===== src/rtl/p_ng_cpu_port.sv =====
// CPU-side port controller for one ping-pong packet buffer: ownership FSM
// (snooper -> CPU -> forwarder) plus the configurable read pipeline to the RAM.
module p_ng_cpu_port #(
    parameter int unsigned ADDR_WIDTH = 10,
    parameter int unsigned DATA_WIDTH = 64,
    parameter bit          BUF_IN     = 1'b0,
    parameter bit          BUF_OUT    = 1'b0
) (
    input  logic                  clk,
    input  logic                  rst,
    input  logic                  wr_done,
    output logic                  buf_free,
    input  logic [ADDR_WIDTH-1:0] word_rd_addra,
    input  logic                  rd_en,
    input  logic                  done,
    input  logic                  done_vld,
    input  logic                  rdy_ack,
    output logic                  done_ack,
    output logic                  rdy,
    output logic                  rdy_vld,
    output logic [DATA_WIDTH-1:0] bigword,
    output logic [ADDR_WIDTH-1:0] mem_rd_addr,
    output logic                  mem_rd_en,
    input  logic [DATA_WIDTH-1:0] mem_rd_data,
    output logic                  fwd_rdy,
    input  logic                  fwd_done,
    output logic                  proto_err
);

    typedef enum logic [1:0] {
        ST_EMPTY = 2'd0,
        ST_READY = 2'd1,
        ST_CPU   = 2'd2,
        ST_FWD   = 2'd3
    } state_t;

    state_t state_q;
    logic   done_ack_q;
    logic   proto_err_q;
    logic   rvalid_q;
    logic   rd_issue;

    always_ff @(posedge clk) begin
        if (!rst) begin
            state_q     <= ST_EMPTY;
            done_ack_q  <= 1'b0;
            proto_err_q <= 1'b0;
        end else begin
            done_ack_q <= done_vld && (state_q == ST_CPU);
            // Out-of-order handshakes only flag an error; they never move the FSM.
            if ((wr_done  && (state_q != ST_EMPTY)) ||
                (rdy_ack  && (state_q != ST_READY)) ||
                (fwd_done && (state_q != ST_FWD)))
                proto_err_q <= 1'b1;
            case (state_q)
                ST_EMPTY: if (wr_done)  state_q <= ST_READY;
                ST_READY: if (rdy_ack)  state_q <= ST_CPU;
                ST_CPU:   if (done_vld) state_q <= done ? ST_FWD : ST_EMPTY;
                ST_FWD:   if (fwd_done) state_q <= ST_EMPTY;
                default:                state_q <= ST_EMPTY;
            endcase
        end
    end

    assign buf_free  = (state_q == ST_EMPTY);
    assign rdy       = (state_q == ST_READY);
    assign rdy_vld   = (state_q == ST_EMPTY) || (state_q == ST_READY);
    assign fwd_rdy   = (state_q == ST_FWD);
    assign done_ack  = done_ack_q;
    assign proto_err = proto_err_q;

    assign rd_issue = rd_en && (state_q == ST_CPU);

    if (BUF_IN) begin : g_buf_in
        logic [ADDR_WIDTH-1:0] addr_q;
        logic                  en_q;
        always_ff @(posedge clk) begin
            if (!rst) begin
                addr_q <= '0;
                en_q   <= 1'b0;
            end else begin
                addr_q <= word_rd_addra;
                en_q   <= rd_issue;
            end
        end
        assign mem_rd_addr = addr_q;
        assign mem_rd_en   = en_q;
    end else begin : g_no_buf_in
        assign mem_rd_addr = word_rd_addra;
        assign mem_rd_en   = rd_issue;
    end

    // Tracks which RAM output cycles carry a real read; state changes do not cancel it.
    always_ff @(posedge clk) begin
        if (!rst) rvalid_q <= 1'b0;
        else      rvalid_q <= mem_rd_en;
    end

    if (BUF_OUT) begin : g_buf_out
        logic [DATA_WIDTH-1:0] bigword_q;
        always_ff @(posedge clk) begin
            if (!rst)          bigword_q <= '0;
            else if (rvalid_q) bigword_q <= mem_rd_data;
        end
        assign bigword = bigword_q;
    end else begin : g_no_buf_out
        // Pass fresh RAM data straight through; the hold register keeps the last word.
        logic [DATA_WIDTH-1:0] hold_q;
        always_ff @(posedge clk) begin
            if (!rst)          hold_q <= '0;
            else if (rvalid_q) hold_q <= mem_rd_data;
        end
        assign bigword = rvalid_q ? mem_rd_data : hold_q;
    end

endmodule


===== config.mk =====
export PLATFORM = sky130hd
export DESIGN_NAME = p_ng_cpu_port
export DESIGN_NICKNAME = d
export VERILOG_FILES = /design/src/rtl/p_ng_cpu_port.sv
export SDC_FILE = /design/constraint.sdc
export NUM_CORES = 1
export LEC_CHECK = 0
export CORE_MARGIN = 2
export CORE_UTILIZATION = 25
export CTS_BUF_LIST = sky130_fd_sc_hd__clkbuf_8
export DETAILED_ROUTE_END_ITERATION = 16
export SYNTH_ARGS = -nofsm -noshare
export SYNTH_HDL_FRONTEND = slang
export SYNTH_SLANG_ARGS = --single-unit

===== constraint.sdc =====
create_clock -name clk -period 1.3 [get_ports clk]
set_input_delay 0.13 -clock clk [delete_from_list [all_inputs] [get_ports clk]]
set_output_delay 0.13 -clock clk [all_outputs]
set_load 0.05 [all_outputs]

After elaboration in Yosys (flattened, before gate mapping)
Cells that the tools add are included.
- bits in registers: 69
- bits of input ports: 82
- output and inout bits: 81
- word-level logic and storage cells: 32
- eq/ne operators: 9
- multiplexer cells: 7
- reductions and logical operators: 11
- operators by type and width (kind ; number):
    2-to-1 mux 64 bit ; 1
    2-to-1 mux 2 bit ; 5
    != test 2 bit (second input constant) ; 4
    case mux 2 bit (4 select lines) ; 1
    logical AND 1 bit ; 5
    == test 2 bit (second input constant) ; 2
    != test 2 x 1 -> 1 bit (second input constant) ; 2
    AND reduction 4 bit ; 1
    logical OR 1 bit ; 3
    == test 2 x 1 -> 1 bit (second input constant) ; 1
    zero test 2 bit ; 1
    nonzero test 2 bit ; 1

Depth between registers and ports, before layout
Gate-level depths: netlist of the first run.
- depth after elaboration: 4
- gate-level depth with buffers: 5
- mapped depth without buffers: 4

Worst setup path before layout of the first run
Ideal clock, no wire load.
- kind: register -> register
- start point: register state_q[1]
- end point: register rvalid_q
- library setup time: 65 ps
- data arrival time: 2177 ps
- required time: 1235 ps
- setup slack: -942 ps
- cell stages (with the launch flop): 5
- path buffers: 1
- period minus slack after synthesis: 2242 ps
- cells stage by stage: dfxtp_1 buf_2 inv_1 nor3b_1 and2_1
- longest elaborated chain between the ends: 2
- ends and longest elaborated chain (element ; line ; RTL):
    from (decl) ; 37 ; state_t state_q;
    from (signal assigned) ; 58 ; ST_CPU: if (done_vld) state_q <= done ? ST_FWD : ST_EMPTY;
    == test 2 bit ; 72 ; assign rd_issue = rd_en && (state_q == ST_CPU);
    logical AND 1 bit ; 72 ;
    via mem_rd_en ; 23 ; output logic mem_rd_en,
    to (signal assigned) ; 96 ; else rvalid_q <= mem_rd_en;
    to (decl) ; 40 ; logic rvalid_q;
The timed path passes the listed nets, and every way through them passes these cells.
A chain may end at the register's enable or synchronous reset.

Worst setup path in the final report of the first run
- start point: register rvalid_q
- end point: output bigword[63]
- longest elaborated chain between the ends: 1
- ends and longest elaborated chain (element ; line ; RTL):
    2-to-1 mux 64 bit ; - ;
    to (decl) ; 21 ; output logic [DATA_WIDTH-1:0] bigword,
Every way passes these cells.

==> impl_metrics.ini, run 1 <==
[outcome]
outcome = complete, but fails checks
violations = negative setup slack

[worst_setup_path]
path_buf_inv = 2
slowest_stage = dfxtp_4
crit_arrival_ns = 1.51
crit_path_frequent_cell = buf_4
worst-setup-path-type = register to primary output
endpoint_kind = primary output
path_max_fanout = 6
regToRegSetupSlack_ns = 0.05
cp_cell_sequence = buf_4 -> mux2_2 -> buf_4
critPathRequiredTime_ns = 1.17
cp_top_family = flip-flops
start_kind = register
slowest_delay_ns = 0.43

[cells_and_area]
area_growth_pct = 62.7
diodes = 0
num-fill-cells = 1164
fin_nets = 475
instances_no_fill = 566
drive_gt1_share_pct = 47.7
mostFrequentLayoutCell = clkdlybuf4s50_1
post-route-util_pct = 42.1
layout_common_cells = clkdlybuf4s50_1, dfxtp_1, mux2_4, buf_6, and2_1

[clock_tree]
clock-root-buffer = clkbuf_8
cts_max_level = 3
clkLatencyLatePin_ns = 0.35
cts_hold_buf = 0
clkSlewWorstSetupHoldPaths_ns = 0.07
cts_buffers = 9
numClockSinks = 69
clockBufferDepth = 2
cts_tree = built

[place]
dpl.hpwl_mm = 4.90
io_buffers = 142
place_ws_ns = -0.0225
gp_congestion = 0.725
placedCellCount = 540

[floorplan]
dieHeight_um = 116
dieArea_sq_um = 13500
die_w_um = 116
io_pins = 163
initial_utilization_pct = 25.9
core_area_sq_um = 12200
rows = 40

[timing]
fin_setup_tns_ns = -20.19
tightest_slew_ns = 0.272
hold_violations = 0
layout_setup_ws_ns = -0.342
grt_setup_unrepaired = yes
finClkSkew_ns = 0.00459
fin_crit_ns = 1.64
relSlewSlack_pct = 81.9
final-setup-viol-count = 65
drv_slew = 0
fmax_ghz = 0.609
period_share_pct = 126

[synth]
synth-compound-area-share_pct = 1.39
yosysWarnings = 0
syn_area_sq_um = 3150
synth_top_family_by_area = multiplexers
seq_area_frac_synth_pct = 43.9
synth_edf_count = 0
synth.mux.area_fraction_pct = 30.1
synthDistinctLibCells = 24
avgSynthCellArea_sq_um = 12.6
synth_fa_ha_area_share_pct = 0
synth_xor_area_share_pct = 0
async_flop_share_pct = 0
netlist_instances = 249
syn_nets = 331
ys_ff_latch = 69
synthFlopType = dfxtp_1
synth-simple-area-share_pct = 16.7

[global_route]
track_usage_pct = 11.5
antenna_found_initial = 0
grt_max_degree = 70
grt-ovfl-total = 0
grt_pass1_wl_mm = 11.7
grt_pass1_vias = 2325

[pwr]
power_leakage_nw = 2.19
power_mw = 5.01
ir_drop_mv = 0.428
p_per_area_nw_per_um2 = 978

[drt]
wl_per_cell_um = 13.4
postRouteAntennaNets = 0
vias = 2255
viasPerCell = 3.98
drt_first_pass_iters = 4
drt-total-wl_mm = 7.61
drtIter0Drc = 29
drc = 0

[job]
maxCapViolations = 0

[min_path]
min-delay-path-class = primary input to primary output
==> per-layer routing <==
layer / share of wire [%] / vias to the layer above / GRT usage [%]
li1: - / 1094 / -
met1: 43 / 1057 / 13.5
met2: 47 / 90 / 18.1
met3: 8.2 / 14 / 4.15
met4: 2.1 / 0 / 6.43
met5: 0 / - / 0
==> repair_timing <==
item	4_1_cts	5_1_grt
endpoints found under the setup margin	69	69
resized for setup	65	4
buffers inserted	8	0
gates cloned	2	0
pin swaps	2	1
==> flip-flops by register name, indices dropped and copies added (netlist names) <==
name                 flops
proto_err                1
rvalid_q                 1
done_ack                 1
g_no_buf_out.hold_q     64
state_q                  2
==> final timing paths <==
kind | from | endpoint | cells after the start
max | rvalid_q | bigword[63] | 3
min reg2reg | proto_err | proto_err | 2
max reg2reg | rvalid_q | g_no_buf_out.hold_q[58] | 3
min | word_rd_addra[8] | mem_rd_addr[8] | 0
==> worst reg2reg max path, stage by stage (launching register included) <==
cell and delay, ns:
dfxtp_4 0.43, buf_12 0.23, mux2_4 0.34, and2_1 0.16
==> cells in the mapped netlist, drive strengths merged, types with 2 or more instances <==
cell type	count	area [sq um]
dfxtp	69	1380
and2	66	445
mux2	64	946
buf	20	221
clkbuf	6	22.5
a21oi	4	20.0
nor2	4	15.0
nor2b	3	18.8
inv	2	7.51
o21ai	2	10.0
==> area by class of cell <==
| type | instances | area, sq um | share of cell area (%) |
|---|---|---|---|
| multi-input combinational | 152 | 1560 | 30.4 |
| timing repair buffer | 159 | 1740 | 34.0 |
| inverter | 2 | 7.51 | 0.147 |
| sequential | 69 | 1390 | 27.2 |
| tap | 168 | 210 | 4.11 |
| clock inverter | 4 | 45.0 | 0.880 |
| clock buffer | 12 | 165 | 3.23 |
==> kinds of logic (layout without fill, tap and decap cells) <==
kind of cell           Yosys count  in the layout
AOI/OAI and AO/OA                8              8
buffers and inverters           28            177
DFF                             69             69
muxes                           64             64
and+or+nand+nor                 80             80
==> report_power, final <==
part           internal [mW]  total (mW)  switching [mW]
registers               2.15        2.17          0.0206
logic                  0.524       0.980           0.455
clock network           1.03        1.86           0.822
==> stage by stage <==
| step | cell area (sq um) | hold WS, ns |
|---|---|---|
| CTS | 5100 | 0.245 |
| finish | 5120 | 0.260 |
| detailed placement | 4550 | 0.260 |
| global route | 5120 | 0.260 |
| floorplan | 3160 | 0.248 |
| global placement | 4550 | 0.260 |
No activity file was read; power rests on OpenSTA's default activity.
==> inputs of run 2 (changes only) <==
--- a/config.mk
+++ b/config.mk
@@ -9,6 +9,7 @@
 export CORE_UTILIZATION = 25
 export CTS_BUF_LIST = sky130_fd_sc_hd__clkbuf_8
 export DETAILED_ROUTE_END_ITERATION = 16
+export SLEW_MARGIN = 20
 export SYNTH_ARGS = -nofsm -noshare
 export SYNTH_HDL_FRONTEND = slang
 export SYNTH_SLANG_ARGS = --single-unit
==> constraint.sdc (replaced) <==
create_clock -name clk -period 1.3 [get_ports clk]
set_input_delay 0.26 -clock clk [delete_from_list [all_inputs] [get_ports clk]]
set_output_delay 0.26 -clock clk [all_outputs]
set_load 0.05 [all_outputs]
==> run 2 against run 1 <==
- the run still ends with negative setup slack left
- fmax fell by 6.9%
- global-route usage rose by 0.69 points
- count of clock-buffer cells in the layout fell by 3
- critical path depth rose by 1
- total power fell by 5.5%
- non-clock buffer count rose by 16
- worst hold slack improved by 0.16 ns
- design area rose by 9.5%
- utilization rose by 4.0 points
- via count rose by 2.0%
- flip-flop and latch count did not move
- sequential power barely moved
==> impl_metrics.ini, run 2 (synthesis gave the netlist of run 1 again) <==
[floorplan]
core_area_sq_um = 12200
dieHeight_um = 116
io_pins = 163
die_w_um = 116
rows = 40
dieArea_sq_um = 13500
initial_utilization_pct = 25.9

[clock_tree]
clkSlewWorstSetupHoldPaths_ns = 0.07
numClockSinks = 69
clock-root-buffer = clkbuf_8
clkLatencyLatePin_ns = 0.35
clockBufferDepth = 2
cts_tree = built
cts_buffers = 9
cts_max_level = 3
cts_hold_buf = 0

[place]
place_ws_ns = -0.123
dpl_cell_area_sq_um = 4830
gp_congestion = 0.700
dpl.hpwl_mm = 5.25
io_buffers = 142

[job]
maxCapViolations = 0

[drt]
vias = 2299
drt-total-wl_mm = 8.34
drc = 0
drt_first_pass_iters = 4
postRouteAntennaNets = 0
wl_per_cell_um = 14.3
drtIter0Drc = 86
viasPerCell = 3.95

[worst_setup_path]
slowest_stage = dfxtp_4
path_buf_inv = 3
crit_arrival_ns = 1.50
start_kind = register
cp_top_family = buffers and inverters
regToRegSetupSlack_ns = -0.05
path_max_fanout = 6
slowest_delay_ns = 0.39
cp_cell_sequence = buf_12 -> clkbuf_16 -> mux2_4 -> buf_6
critPathRequiredTime_ns = 1.04
worst-setup-path-type = register to primary output
endpoint_kind = primary output

[timing]
tightest_slew_ns = 0.272
period_share_pct = 136
relSlewSlack_pct = 81.9
fmax_ghz = 0.567
final-setup-viol-count = 75
fin_crit_ns = 1.76
finClkSkew_ns = 0.00531
hold_violations = 0
grt_setup_unrepaired = yes
layout_setup_ws_ns = -0.464
hold-worst-slack_ns = 0.424
drv_slew = 0

[cells_and_area]
area_growth_pct = 78.2
fin_nets = 491
post-route-util_pct = 46.1
largest_register_ffs = 64
drive_gt1_share_pct = 50.0
layout_common_cells = clkdlybuf4s50_1, dfxtp_1, mux2_4, and2_1, buf_6
diodes = 0
finish.instance_area_sq_um = 5610
reg.largest.list = g_no_buf_out.hold_q (64), state_q (2)
top_register = g_no_buf_out.hold_q
mostFrequentLayoutCell = clkdlybuf4s50_1

[global_route]
grt_pass1_wl_mm = 12.3
grt_pass1_vias = 2346
grt_max_degree = 70
track_usage_pct = 12.2
antenna_found_initial = 0
grt-ovfl-total = 0

[pwr]
power_mw = 4.73
power_leakage_nw = 2.37
p_per_area_nw_per_um2 = 843
ir_drop_mv = 0.580

[min_path]
min-delay-path-class = primary input to register

[outcome]
violations = negative setup slack
outcome = complete, but fails checks
[run 2: changes by cell type in the layout (fill, tap and decap cells not counted), sizes merged]
cell and change:
bufinv -1, clkbuf -1, buf +14, inv +1, clkinv +3
[run 2: final timing paths]
kind / start / to / cells after the start
max: rvalid_q / bigword[4] / 4
min: rst / done_ack / 4
max reg2reg: rvalid_q / g_no_buf_out.hold_q[26] / 5
min reg2reg: proto_err / proto_err / 2
[run 2: layout make-up]
cell class / count / area (sq um)
clock buffer: 9 / 124
clock inverter: 7 / 33.8
fill: 1110 / 6560
inverter: 2 / 10.0
multi-input combinational: 152 / 1560
sequential: 69 / 1390
tap: 168 / 210
timing repair buffer: 175 / 2270
[run 2: power breakdown]
part           leakage (nW)  internal, mW  switching (mW)
clock                0.0935         0.664           0.812
sequential            0.559          2.15          0.0256
combinational          1.71         0.601           0.475
[run 2: worst register-to-register path: cells and delay by family (launching register included)]
kind                   cells  cell delay (ns)
buffers and inverters      3             0.43
DFF                        1             0.39
muxes                      1             0.32
and+or+nand+nor            1             0.12
[run 2: metal layers]
layer  global-route usage, %  vias up  routed length, um
met4                    3.81        0                 89
met3                    5.86        6                648
met1                    13.8     1078               3500
met2                    20.3       86               4110
met5                       0        -                  0
li1                        -     1129                  -
[run 2: per-stage QoR]
stage / std cells / setup TNS (ns)
CTS: 576 / -31.34
global route: 582 / -33.60
global placement: 545 / -4.92
floorplan: 249 / -0.560
finish: 582 / -28.78
detailed placement: 545 / -5.61
[run 2: repair_timing]
item / CTS / global route
setup endpoints to repair: 71 / 72
resized for setup: 78 / 13
cloned: 5 / 2
pin swaps: 2 / 1
buffers inserted: 10 / 7
==> inputs of run 3 (changes only) <==
--- a/config.mk
+++ b/config.mk
@@ -7,7 +7,7 @@
 export LEC_CHECK = 0
 export CORE_MARGIN = 2
 export CORE_UTILIZATION = 25
-export CTS_BUF_LIST = sky130_fd_sc_hd__clkbuf_8
+export CTS_BUF_LIST = sky130_fd_sc_hd__clkbuf_2
 export DETAILED_ROUTE_END_ITERATION = 16
 export SLEW_MARGIN = 20
 export SYNTH_ARGS = -nofsm -noshare
==> run 3 against run 2 <==
- the run still ends with negative setup slack left
- register-to-register slack about the same
- worst hold slack lost 0.20 ns
- via count is 0.87% higher
- cell count is 0.34% higher
- total power decreased by 9.5%
- die area is the same
- count of clock-buffer cells in the layout up 1
- largest power group unchanged
==> impl_metrics.ini, run 3 (synthesis gave the netlist of run 1 again) <==
[cells_and_area]
area_growth_pct = 76.4
layout_common_cells = clkdlybuf4s50_1, mux2_4, dfxtp_1, and2_1, buf_6
mostFrequentLayoutCell = clkdlybuf4s50_1
num-fill-cells = 1125
largest_register_ffs = 64
finish.instance_area_sq_um = 5550
top_register = g_no_buf_out.hold_q
instances_no_fill = 584
diodes = 0
reg.largest.list = g_no_buf_out.hold_q (64), state_q (2)
post-route-util_pct = 45.6
drive_gt1_share_pct = 51.2
fin_nets = 493

[drt]
vias = 2319
drt-total-wl_mm = 8.32
drtIter0Drc = 84
postRouteAntennaNets = 0
drt_first_pass_iters = 4
drc = 0
wl_per_cell_um = 14.3
viasPerCell = 3.97

[place]
gp_congestion = 0.700
placedCellCount = 545
place_ws_ns = -0.123
dpl_cell_area_sq_um = 4830
dpl.hpwl_mm = 5.25
io_buffers = 142

[worst_setup_path]
worst-setup-path-type = register to primary output
regToRegSetupSlack_ns = -0.06
cp_cell_sequence = buf_12 -> clkbuf_16 -> mux2_4 -> buf_6
start_kind = register
critPathRequiredTime_ns = 1.04
slowest_stage = dfxtp_4
path_max_fanout = 6
endpoint_kind = primary output
crit_arrival_ns = 1.72
slowest_delay_ns = 0.42

[global_route]
grt_pass1_vias = 2360
grt_max_degree = 70
grt_pass1_wl_mm = 12.3
antenna_found_initial = 0
grt-ovfl-total = 0
track_usage_pct = 12.2

[pwr]
clockPowerShare_pct = 23.8
ir_drop_mv = 0.613
comb_power_share_pct = 25.3
p_sw_mw = 1.28
power_leakage_nw = 2.35
swShare_pct = 29.9
p_per_area_nw_per_um2 = 771
p_seq_share_pct = 51.0
power_mw = 4.28
internal-power_mw = 3.00

[outcome]
outcome = complete, but fails checks
violations = negative setup slack

[floorplan]
dieHeight_um = 116
rows = 40
die_w_um = 116
core_area_sq_um = 12200
dieArea_sq_um = 13500
initial_utilization_pct = 25.9
io_pins = 163

[clock_tree]
cts_buffers = 9
clkSlewWorstSetupHoldPaths_ns = 0.18
cts_max_level = 3
numClockSinks = 69
clockBufferDepth = 2
clock-root-buffer = clkbuf_2
clkLatencyLatePin_ns = 0.53
cts_tree = built

[timing]
hold-worst-slack_ns = 0.222
finClkSkew_ns = 0.0165
fin_setup_tns_ns = -43.19
fmax_ghz = 0.506
relSlewSlack_pct = 76.0
fin_crit_ns = 1.98
hold_violations = 0
tightest_slew_ns = 0.357
final-setup-viol-count = 77
grt_setup_unrepaired = yes
period_share_pct = 152
layout_setup_ws_ns = -0.675
drv_slew = 0

[min_path]
min-delay-path-class = primary input to register

[job]
maxCapViolations = 0
run 3: final timing paths:
kind                  start                      end  depth (start not counted)
hold / removal          rst                 done_ack                          4
hold reg to reg   proto_err                proto_err                          2
setup / recovery   rvalid_q               bigword[4]                          4
setup reg to reg   rvalid_q  g_no_buf_out.hold_q[26]                          5
run 3: power by group through the flow:
| stage | Clock (mW) | Combinational (mW) | Sequential [mW] |
|---|---|---|---|
| final | 1.02 | 1.08 | 2.18 |
| after global routing | 1.20 | 1.13 | 2.19 |
| after CTS | 1.12 | 1.07 | 2.18 |
| after detailed placement | 0 | 0.943 | 2.23 |
| after global placement | 0 | 0.937 | 2.22 |
| after floorplan | 0 | 0.562 | 2.22 |
run 3: cell type report:
type / instances / area [sq um] / share of cell area (%)
clock inverter: 6 / 30.0 / 0.541
timing repair buffer: 177 / 2290 / 41.2
inverter: 2 / 10.0 / 0.180
clock buffer: 10 / 50.0 / 0.902
sequential: 69 / 1400 / 25.1
tap: 168 / 210 / 3.79
multi-input combinational: 152 / 1570 / 28.2
run 3: critical path, delay by kind of cell (launching register included):
kind     cells  cell delay (ns)
buf+inv      3             0.46
flops        1             0.42
mux          1             0.31
run 3: timing repair:
| action | 4_1_cts | 5_1_grt |
|---|---|---|
| cloned | 5 | 2 |
| hold buffers | 0 | 0 |
| pin swaps | 2 | 1 |
| resized for setup | 80 | 14 |
| setup buffers | 11 | 8 |
| setup endpoints to repair | 72 | 75 |
run 3: routing by layer:
layer,track usage (%),share of wire [%],vias up
met1,13.7,42,1091
met5,0,0,-
met4,3.81,1.2,0
li1,-,-,1132
met3,6.02,7.9,9
met2,20.3,49,87
